===== src/rtl/sd_cmd_resp_rx.sv =====
// SD CMD-line response receiver: 48/136-bit frames, framing check, optional CRC7, start-bit timeout.
// Define SD_RESP_CRC_EN to build the CRC7 checker; otherwise crc_err is tied 0.
module sd_cmd_resp_rx #(
    parameter int unsigned TIMEOUT_CLKS = 64
) (
    input  logic         clk,
    input  logic         rst_n,
    input  logic         sd_clk_rise,
    input  logic         cmd_in,
    input  logic         start,
    input  logic         long_resp,
    input  logic         check_crc,
    input  logic         abort,
    output logic         busy,
    output logic         resp_valid,
    input  logic         resp_ready,
    output logic [127:0] resp_data,
    output logic         timeout,
    output logic         crc_err,
    output logic         frame_err
);

    localparam int unsigned ToutW = $clog2(TIMEOUT_CLKS + 1);
    localparam logic [ToutW-1:0] ToutMax = ToutW'(TIMEOUT_CLKS);

    typedef enum logic [1:0] {StIdle, StWait, StRecv, StDone} state_e;

    state_e             state_q, state_d;
    logic               long_q, long_d;
    logic [7:0]         bit_cnt_q, bit_cnt_d;
    logic [ToutW-1:0]   tout_cnt_q, tout_cnt_d;
    logic [126:0]       sr_q, sr_d;
    logic               tx_err_q, tx_err_d;
    logic [127:0]       resp_data_q, resp_data_d;
    logic               timeout_q, timeout_d;
    logic               crc_err_q, crc_err_d;
    logic               frame_err_q, frame_err_d;

    logic               cfg_load;
    logic               crc_en;
    logic               crc_din;
    logic               crc_bad;
    logic               crc_window;
    logic [7:0]         last_bit;

    // Long frames: CRC covers the CID/CSD body only, skipping the reserved 1s after the start.
    assign crc_window = long_q ? (bit_cnt_q >= 8'd8 && bit_cnt_q <= 8'd127)
                               : (bit_cnt_q <= 8'd39);
    assign last_bit   = long_q ? 8'd135 : 8'd47;

    always_comb begin
        state_d     = state_q;
        long_d      = long_q;
        bit_cnt_d   = bit_cnt_q;
        tout_cnt_d  = tout_cnt_q;
        sr_d        = sr_q;
        tx_err_d    = tx_err_q;
        resp_data_d = resp_data_q;
        timeout_d   = timeout_q;
        crc_err_d   = crc_err_q;
        frame_err_d = frame_err_q;
        cfg_load    = 1'b0;
        crc_en      = 1'b0;
        crc_din     = cmd_in;

        if (abort) begin
            state_d     = StIdle;
            bit_cnt_d   = '0;
            tout_cnt_d  = '0;
            sr_d        = '0;
            tx_err_d    = 1'b0;
            resp_data_d = '0;
            timeout_d   = 1'b0;
            crc_err_d   = 1'b0;
            frame_err_d = 1'b0;
        end else begin
            unique case (state_q)
                StIdle: begin
                    if (start) begin
                        state_d     = StWait;
                        long_d      = long_resp;
                        cfg_load    = 1'b1;
                        bit_cnt_d   = '0;
                        tout_cnt_d  = '0;
                        sr_d        = '0;
                        tx_err_d    = 1'b0;
                        resp_data_d = '0;
                        timeout_d   = 1'b0;
                        crc_err_d   = 1'b0;
                        frame_err_d = 1'b0;
                    end
                end
                StWait: begin
                    if (sd_clk_rise) begin
                        if (!cmd_in) begin
                            bit_cnt_d = 8'd1;
                            crc_en    = 1'b1;
                            crc_din   = 1'b0;
                            state_d   = StRecv;
                        end else begin
                            if (tout_cnt_q != ToutMax) begin
                                tout_cnt_d = tout_cnt_q + 1'b1;
                            end
                            if (tout_cnt_d == ToutMax) begin
                                timeout_d   = 1'b1;
                                resp_data_d = '0;
                                state_d     = StDone;
                            end
                        end
                    end
                end
                StRecv: begin
                    if (sd_clk_rise) begin
                        crc_en = crc_window;
                        if (bit_cnt_q == last_bit) begin
                            // End bit is checked but never shifted, so sr_q[6:0] holds the CRC field.
                            frame_err_d = tx_err_q | ~cmd_in;
                            crc_err_d   = crc_bad;
                            resp_data_d = long_q ? {1'b0, sr_q} : {90'b0, sr_q[44:7]};
                            state_d     = StDone;
                        end else begin
                            sr_d      = {sr_q[125:0], cmd_in};
                            bit_cnt_d = bit_cnt_q + 8'd1;
                            if (bit_cnt_q == 8'd1) begin
                                tx_err_d = cmd_in;
                            end
                        end
                    end
                end
                StDone: begin
                    if (resp_ready) begin
                        state_d = StIdle;
                    end
                end
                default: state_d = StIdle;
            endcase
        end
    end

    always_ff @(posedge clk or negedge rst_n) begin
        if (!rst_n) begin
            state_q     <= StIdle;
            long_q      <= 1'b0;
            bit_cnt_q   <= '0;
            tout_cnt_q  <= '0;
            sr_q        <= '0;
            tx_err_q    <= 1'b0;
            resp_data_q <= '0;
            timeout_q   <= 1'b0;
            crc_err_q   <= 1'b0;
            frame_err_q <= 1'b0;
        end else begin
            state_q     <= state_d;
            long_q      <= long_d;
            bit_cnt_q   <= bit_cnt_d;
            tout_cnt_q  <= tout_cnt_d;
            sr_q        <= sr_d;
            tx_err_q    <= tx_err_d;
            resp_data_q <= resp_data_d;
            timeout_q   <= timeout_d;
            crc_err_q   <= crc_err_d;
            frame_err_q <= frame_err_d;
        end
    end

`ifdef SD_RESP_CRC_EN
    logic [6:0] crc_q, crc_d;
    logic       chk_q;
    logic       crc_fb;

    assign crc_fb  = crc_q[6] ^ crc_din;
    assign crc_bad = chk_q & (crc_q != sr_q[6:0]);

    always_comb begin
        crc_d = crc_q;
        if (cfg_load) begin
            crc_d = '0;
        end else if (crc_en) begin
            crc_d = {crc_q[5:0], 1'b0} ^ {3'b000, crc_fb, 2'b00, crc_fb};
        end
    end

    always_ff @(posedge clk or negedge rst_n) begin
        if (!rst_n) begin
            crc_q <= '0;
            chk_q <= 1'b0;
        end else begin
            crc_q <= crc_d;
            if (cfg_load) begin
                chk_q <= check_crc;
            end
        end
    end
`else
    logic unused_crc;
    assign unused_crc = ^{check_crc, cfg_load, crc_en, crc_din};
    assign crc_bad    = 1'b0;
`endif

    assign busy       = (state_q != StIdle);
    assign resp_valid = (state_q == StDone);
    assign resp_data  = resp_data_q;
    assign timeout    = timeout_q;
    assign crc_err    = crc_err_q;
    assign frame_err  = frame_err_q;

endmodule


===== config.mk =====
export PLATFORM = sky130hd
export DESIGN_NAME = sd_cmd_resp_rx
export DESIGN_NICKNAME = d
export VERILOG_FILES = /design/src/rtl/sd_cmd_resp_rx.sv
export SDC_FILE = /design/constraint.sdc
export NUM_CORES = 1
export LEC_CHECK = 0
export CAP_MARGIN = 20
export CORE_AREA = 2 2 174 176
export CTS_BUF_LIST = sky130_fd_sc_hd__clkbuf_4 sky130_fd_sc_hd__clkbuf_8
export CTS_CLUSTER_DIAMETER = 150
export DETAILED_ROUTE_END_ITERATION = 16
export DIE_AREA = 0 0 176 178
export HOLD_SLACK_MARGIN = 0.1
export PLACE_DENSITY = 0.63
export SETUP_SLACK_MARGIN = 0.15
export SLEW_MARGIN = 20
export SYNTH_ARGS = -nofsm -noshare
export SYNTH_HDL_FRONTEND = slang
export SYNTH_SLANG_ARGS = --single-unit

===== constraint.sdc =====
create_clock -name clk -period 7.2 [get_ports clk]
set_input_delay 1.44 -clock clk [delete_from_list [all_inputs] [get_ports clk]]
set_output_delay 1.44 -clock clk [all_outputs]
set_load 0.02 [all_outputs]

Yosys cells after proc, flatten, opt, wreduce, memory -nomap -nowiden
Index checks and enable logic that the tools add are counted.
Widths: inputs -> output; s select.
{"block": "totals", "word_cells": 107, "out_inout_bits": 133, "reg_bits": 277, "input_bits": 9}
{"block": "op_classes", "n_reduce_logical": 14, "n_eq_ne": 18, "n_bitwise": 3, "n_mux": 60, "n_addsub": 2}
{"operator": "$mux 128", "count": 7}
{"operator": "$mux 127", "count": 5}
{"operator": "$pmux 128 s3", "count": 1}
{"operator": "$pmux 127 s2", "count": 1}
{"operator": "$mux 7", "count": 9}
{"operator": "$mux 8", "count": 7}
{"operator": "$ne 3x3->1 const B", "count": 9}
{"operator": "$pmux 8 s3", "count": 1}
{"operator": "$mux 2", "count": 8}
{"operator": "$mux 1", "count": 15}
{"operator": "$pmux 7 s2", "count": 1}
{"operator": "$reduce_and 4->1", "count": 3}
{"operator": "$reduce_and 6->1", "count": 2}
{"operator": "$reduce_and 5->1", "count": 2}
{"operator": "$add 8x1->8 const B", "count": 1}
{"operator": "$eq 8x1->1 const B", "count": 1}
{"operator": "$eq 8x8->1", "count": 1}
{"operator": "$pmux 1 s2", "count": 4}
{"operator": "$pmux 2 s4", "count": 1}
{"operator": "$add 7x1->7 const B", "count": 1}
{"operator": "$eq 7x7->1 const B", "count": 1}
{"operator": "$ne 7x7->1 const B", "count": 1}
{"operator": "$reduce_and 7->1", "count": 1}
{"operator": "$reduce_bool 3->1", "count": 2}
{"operator": "10 further kinds", "count": 12}

Longest topological paths before layout
Gate-level depths: netlist (run 1).
{"block": "logic_depth", "word_depth": 12, "depth_mapped": 10}

Worst setup path after synthesis (run 1)
OpenSTA, ideal clock, no wires.
{"block": "synth_path", "path_kind": "input to register", "startpoint": "input port sd_clk_rise", "endpoint": "register resp_data_q[118] (netlist: resp_data[118])", "path_slack_ns": 4.317, "t_arrival_ns": 2.747, "setup_ns": 0.135, "n_path_buf": 2, "path_stages": 7, "cell_sequence": "nor2b_1 -> o41ai_4 -> o21ai_4 -> buf_6 -> clkbuf_2 -> o311ai_0 -> o21ai_1"}
{"block": "synth_between", "elab_chain_cells": 2}
{"item": "from (decl)", "line": "8", "text": "input logic sd_clk_rise,"}
{"item": "$ne 3x3->1 (no source line)"}
{"item": "$reduce_and 7->1 (no source line) (*)"}
{"item": "to (signal assigned)", "line": "159", "text": "resp_data_q <= resp_data_d;"}
{"item": "to (decl)", "line": "34", "text": "logic [127:0] resp_data_q, resp_data_d;"}
Every way passes the cells marked *; elsewhere a longest branch is shown, timed or not.
A chain may end at the register's enable or synchronous reset.

Worst setup path in the final report (run 1)
{"block": "layout_path", "startpoint": "input port cmd_in", "endpoint": "register resp_data_q[90] (netlist: resp_data[90])"}
{"block": "layout_between", "elab_chain_cells": 2}
{"item": "from (decl)", "line": "9", "text": "input logic cmd_in,"}
{"item": "$ne 3x3->1 (no source line)"}
{"item": "$reduce_and 7->1 (no source line)"}
No other way between the ends.

==> results of run 1 <==
## kinds of logic after synthesis
group,Yosys count,synth area share [%]
compound gates,444,23.04
xor+xnor,3,0.2012
fa+ha+maj,9,0.8620
buf+inv,156,6.532
flops,275,52.68
mux,40,3.438
other cells,1,0.02871
simple gates,381,13.22
## final cells by class
cell class / instances / area, µm² / share of cell area, %
inverters: 11 / 41.29 / 0.2693
flip-flops and latches: 275 / 6882 / 44.88
multi-input cells: 879 / 5390 / 35.15
repair buffers: 156 / 1534 / 10.00
clock buffers: 78 / 967.2 / 6.307
clock inverters: 5 / 32.53 / 0.2121
well taps: 390 / 488.0 / 3.182
## synthesized netlist by cell type, types with 4 or more instances
master	n
mux2_2	39
o31ai_1	5
buf_2	34
o311ai_0	127
dfrtp_1	275
and3_1	4
nor2_1	13
nand2b_1	5
a21oi_1	5
a22o_1	38
inv_1	11
nand3_1	140
o21ai_0	127
buf_4	4
ha_1	9
clkbuf_1	67
buf_6	26
o21ai_1	112
nand2_1	195
nor3_1	4
a31oi_1	4
clkbuf_2	12
## routing by layer
layer,vias up,routed length [µm],GRT usage (%)
met5,-,0,0
met4,0,656,6.233
met3,53,1856,3.772
met2,302,14750,32.55
met1,5228,15930,31.96
li1,4961,-,-
## metrics by stage
step	hold slack, ns	instance area [µm²]
final	0.4941	15330
after floorplan	0.4495	13070
after CTS	0.5048	15330
after global routing	0.5236	15330
after detailed placement	0.4901	14340
after global placement	0.4869	14340
## how the worst max path moves through the flow
stage | start | end
floorplan | sd_clk_rise | resp_data[118]$_DFFE_PN0P_
global placement | cmd_in | resp_data[90]$_DFFE_PN0P_
detailed placement | cmd_in | resp_data[90]$_DFFE_PN0P_
CTS | cmd_in | resp_data[90]$_DFFE_PN0P_
global route | cmd_in | resp_data[14]$_DFFE_PN0P_
finish | cmd_in | resp_data[90]$_DFFE_PN0P_
## power by group
group          switching (W)  leakage [nW]  internal [W]
Combinational       0.000696          1.87      0.000144
Sequential         0.0000260          3.84       0.00156
Clock               0.000635         0.525      0.000843
Total                0.00136          6.23       0.00254
## sequential cells by signal (all words and copies together) (netlist names)
signal / cells
tx_err_q: 1
bit_cnt_q: 8
timeout: 1
state_q: 2
tout_cnt_q: 7
sr_q: 127
resp_data: 127
long_q: 1
frame_err: 1
## cells in the final DEF (no fill, tap or decap), types with 2 or more instances in the layout
cell type,netlist,layout
clkbuf_4,0,17
o41ai_1,2,2
xor2_1,3,3
ha_1,9,9
nor2b_1,3,2
nor2_1,13,12
clkinvlp_4,0,3
clkinv_2,0,2
nand3_1,140,140
nor2b_4,1,2
a31oi_1,4,3
a22o_1,38,38
a311oi_1,2,2
nor4_1,2,2
o31ai_1,5,5
mux2_2,39,39
o22ai_1,3,3
nand2_1,195,195
and3_1,4,4
conb_1,1,2
o21ai_1,112,112
o311ai_0,127,127
clkdlybuf4s50_1,0,137
a31oi_4,1,2
inv_1,11,11
nor3_1,4,4
dfrtp_1,275,275
buf_4,4,17
or2_2,2,2
o21ai_0,127,127
a21oi_1,5,5
clkbuf_8,0,61
nand2b_1,5,5
==> results.py, run 1 <==
metrics = {
    "sta": {
        "setup_tns_ns": 0,
        "finalSetupViolations": 0,
        "fin_crit_sh_pct": 56.94,
        "tightestPinTransition_ns": 1.182,
        "rsz0062_at_grt": "false",
        "hold_viol": 0,
        "skew_ns": 0.01488,
        "drv_slew": 0,
        "finalWorstPathRequiredPeriod_ns": 4.099,
        "finalWorstSetupSlack_ns": 3.101,
        "relSlewSlack_pct": 21.20,
        "clock.fmax_mhz": 243.9,
    },
    "floorplanning": {
        "fp.dieH_um": 178,
        "die_w_um": 176,
        "fp.dieArea_um2": 31330,
        "rows": 63,
        "coreArea_um2": 29400,
        "start_util_pct": 44.43,
        "pin_count": 142,
    },
    "clock_tree": {
        "cts-root-buf": "clkbuf_8",
        "cts_tree": "done",
        "clock_latency_ns": 0.56,
        "cts_buffer_depth": 3,
        "clk_pin_slew_worst_paths_ns": 0.06,
        "htreeDepth": 2,
        "cts.sinks": 275,
        "cts_hold_buf": 0,
        "cts_setup_buffers": 0,
        "cts_resized": 0,
        "cts_made_buffers": 47,
    },
    "setup_path": {
        "r2r_slack_ns": 3.55,
        "path_max_fanout": 52,
        "crit_path_end_kind": "register",
        "cp.depth": 7,
        "cp_num_buf_inv": 2,
        "crit_family": "compound AO/OA/AOI/OAI gates",
        "worstPathArrival_ns": 4.58,
        "regToRegStartpoint": "long_q$_DFFE_PN0P_",
        "reg2reg_depth": 7,
        "crit_slowest_cell": "a21boi_4",
        "cp-start-kind": "input pin",
        "crit_path_max_incr_delay_ns": 0.79,
        "critical_path_class": "in -> reg",
        "cp_data_required_time_ns": 7.68,
        "worstReg2RegEnd": "resp_data[90]$_DFFE_PN0P_",
        "cp_cell_sequence": "clkdlybuf4s50_1 > a21boi_0 > o41ai_4 > a21boi_4 > buf_4 > nand3_1 > o21ai_1",
    },
    "synthesis": {
        "synth_area_per_cell_um2": 9.980,
        "ys.flop_type": "dfrtp_1",
        "synth_top_cell_by_area": "dfrtp_1",
        "synth_area_um2": 13060,
        "synth_cells": 1309,
        "synth_edf_count": 0,
        "netlist.area_leader.share_pct": 52.68,
        "yosysSeqAreaShare_pct": 52.68,
        "synth.area.top_cells": "dfrtp_1, o311ai_0, nand2_1, nand3_1, o21ai_0",
        "ys_warn_count": 0,
        "ys_ff_latch": 275,
        "ys_types": 62,
        "synth-async-reset-ratio_pct": 100.0,
    },
    "placement": {
        "dpl.cell_count": 1711,
        "dp_hpwl_mm": 18.03,
        "place_ws_ns": 2.543,
        "place.gp.congestion": 0.7896,
        "io_buffers": 138,
    },
    "pwr": {
        "ir_worst_vdd_uv": 181.6,
        "leakage_nw": 6.230,
        "powerDensity_nw_per_um2": 254.4,
        "finalPower_w": 0.003901,
    },
    "min_path": {
        "hp-start": "timeout$_DFFE_PN0P_",
        "hp-class": "reg -> reg",
        "min_to": "timeout$_DFFE_PN0P_",
        "min_path_cells": 1,
    },
    "detailed_routing": {
        "wire_per_inst_um": 18.50,
        "firstDrtPassIters": 5,
        "drc_errors": 0,
        "viasPerCell": 5.877,
        "antenna_left": 0,
        "vias": 10540,
        "drt_iter0_markers": 922,
        "drt-total-wl_mm": 33.19,
    },
    "global_route": {
        "grt_usage_pct": 21.58,
        "grt_antenna_before_repair": 0,
        "grt_pass1_vias": 10340,
        "grt_pass1_wl_mm": 55.73,
        "grt_max_degree": 185,
        "grt_overflow": 0,
    },
    "layout": {
        "fin_util_pct": 52.16,
        "fillerInstances": 2679,
        "final_layout_size_suffix_gt1_share_pct": 11.54,
        "fin_cells": 1794,
        "num-nets-final": 1388,
        "synthToLayoutAreaGrowth_pct": 17.38,
        "diodes": 0,
    },
    "outcome": {
        "outcome": "completed",
    },
    "job": {
        "maxCapViolations": 0,
    },
}
Power figures use the tool's default switching activity.
==> run 2: changes to the inputs <==
--- a/config.mk
+++ b/config.mk
@@ -12,7 +12,7 @@
 export DETAILED_ROUTE_END_ITERATION = 16
 export DIE_AREA = 0 0 176 178
 export HOLD_SLACK_MARGIN = 0.1
-export PLACE_DENSITY = 0.63
+export PLACE_DENSITY = 0.66
 export SETUP_SLACK_MARGIN = 0.15
 export SLEW_MARGIN = 20
 export SYNTH_ARGS = -nofsm -noshare
==> constraint.sdc (replaced) <==
create_clock -name clk -period 3.4 [get_ports clk]
set_input_delay 0.68 -clock clk [delete_from_list [all_inputs] [get_ports clk]]
set_output_delay 0.68 -clock clk [all_outputs]
set_load 0.02 [all_outputs]
==> run 2 against run 1 <==
Cell count is 0.72% higher. Register-to-register slack worse by 3.1 ns. Critical path depth unchanged. Largest power group unchanged. Critical endpoint is now resp_data[81]$_DFFE_PN0P_. Combinational power grew 140%. Non-clock buffer count up 15. Utilization increased by 0.90 points. Via count grew 1.0%.
==> results.py, run 2 (synthesized netlist as in run 1, its figures left out) <==
metrics = {
    "clock_tree": {
        "cts_buffer_depth": 3,
        "cts_hold_buf": 0,
        "htreeDepth": 2,
        "cts-root-buf": "clkbuf_8",
        "cts_resized": 0,
        "clk_pin_slew_worst_paths_ns": 0.06,
        "cts_tree": "done",
        "cts_made_buffers": 46,
        "clock_latency_ns": 0.57,
        "cts.sinks": 275,
        "cts_setup_buffers": 0,
    },
    "layout": {
        "synthToLayoutAreaGrowth_pct": 19.41,
        "final_cell_mix": "dfrtp_1, nand2_1, nand3_1",
        "num-nets-final": 1402,
        "final_common_cell": "dfrtp_1",
        "diodes": 0,
        "final_layout_size_suffix_gt1_share_pct": 12.35,
        "multi_input_area_um2": 5389,
        "final-seq-area_um2": 6882,
        "fillerInstances": 2632,
    },
    "floorplanning": {
        "rows": 63,
        "fp.dieArea_um2": 31330,
        "pin_count": 142,
        "coreArea_um2": 29400,
        "die_w_um": 176,
        "fp.dieH_um": 178,
        "start_util_pct": 44.43,
    },
    "pwr": {
        "powerDensity_nw_per_um2": 538.2,
        "leakage_nw": 6.348,
        "ir_worst_vdd_uv": 405.5,
    },
    "sta": {
        "hold_viol": 0,
        "skew_ns": 0.01672,
        "setup_tns_ns": 0,
        "finalWorstPathRequiredPeriod_ns": 2.969,
        "relSlewSlack_pct": 39.08,
        "tightestPinTransition_ns": 0.9137,
        "clock.fmax_mhz": 336.9,
        "holdWs_ns": 0.1084,
        "finalSetupViolations": 0,
        "rsz0062_at_grt": "false",
        "fin_crit_sh_pct": 87.31,
        "drv_slew": 0,
    },
    "detailed_routing": {
        "firstDrtPassIters": 6,
        "wl_met1_mm": 16.19,
        "dr.max_layer_used": "met4",
        "drt_iter0_markers": 821,
        "met2_length_mm": 15.13,
        "wire_per_inst_um": 18.68,
        "drt-total-wl_mm": 33.76,
        "vias": 10650,
        "antenna_left": 0,
        "routed-wl-met3_mm": 1.879,
        "drc_errors": 0,
        "viasPerCell": 5.893,
    },
    "placement": {
        "place.gp.congestion": 0.8110,
        "dp_hpwl_mm": 19.09,
        "io_buffers": 138,
    },
    "min_path": {
        "hp-class": "in -> async",
    },
    "setup_path": {
        "cp-start-kind": "register",
        "reg2reg_depth": 7,
        "cp_data_required_time_ns": 3.82,
        "crit_path_end_kind": "register",
        "worstPathArrival_ns": 3.39,
        "critical_path_class": "reg -> reg",
        "path_max_fanout": 82,
    },
    "global_route": {
        "grt_pass1_wl_mm": 55.53,
        "grt_pass1_vias": 10290,
        "grt_overflow": 0,
        "grt_max_degree": 128,
        "grt_antenna_before_repair": 0,
        "grt_usage_pct": 21.62,
    },
    "outcome": {
        "outcome": "completed",
    },
    "job": {
        "maxCapViolations": 0,
    },
}
-- run 2: cell type report --
type | instances | area share (%)
flip-flops and latches | 275 | 44.11
multi-input cells | 879 | 34.54
clock inverters | 8 | 0.3128
well taps | 390 | 3.128
clock buffers | 73 | 5.879
inverters | 11 | 0.2647
repair buffers | 171 | 11.76
-- run 2: per-layer routing --
metal / up-vias / GRT usage [%]
li1: 4983 / -
met1: 5278 / 32.41
met2: 344 / 32.60
met3: 44 / 3.431
met4: 0 / 5.957
met5: - / 0
-- run 2: power breakdown --
part,switching (W),internal [W]
registers,0.0000317,0.00330
logic,0.00154,0.000476
clock network,0.00135,0.00171
-- run 2: stage by stage --
stage / setup slack [ns] / instance area (µm²) / total power [W] / utilization [%] / std cells
after CTS: 0.6064 / 15600 / 0.008452 / 53.06 / 1807
after detailed placement: 0.2911 / 14630 / 0.005376 / 49.77 / 1726
after global placement: 0.3593 / 14630 / 0.005374 / 49.77 / 1726
final: 0.4314 / 15600 / 0.008395 / 53.06 / 1807
after floorplan: 1.127 / 13070 / 0.004795 / - / 1310
after global routing: 0.3075 / 15600 / 0.008783 / 53.06 / 1807
-- run 2: worst paths after layout --
check	from	to	slack [ns]
max	tout_cnt_q[1]$_DFFE_PN0P_	resp_data[81]$_DFFE_PN0P_	0.43
min	rst_n	resp_data[29]$_DFFE_PN0P_	0.11
max reg2reg	tout_cnt_q[1]$_DFFE_PN0P_	resp_data[81]$_DFFE_PN0P_	0.43
min reg2reg	sr_q[48]$_DFFE_PN0P_	sr_q[48]$_DFFE_PN0P_	0.51
max in group asynchronous	rst_n	resp_data[8]$_DFFE_PN0P_	2.29
min in group clk	sr_q[48]$_DFFE_PN0P_	sr_q[48]$_DFFE_PN0P_	0.51
-- run 2: worst max-delay path, cell delays in order, from the launching register on --
cell and delay (ns):
dfrtp_1 0.50, ha_1 0.39, xor2_1 0.16, a311oi_1 0.53, o32ai_4 0.16, buf_4 0.38, o311ai_0 0.50, o21ai_1 0.13
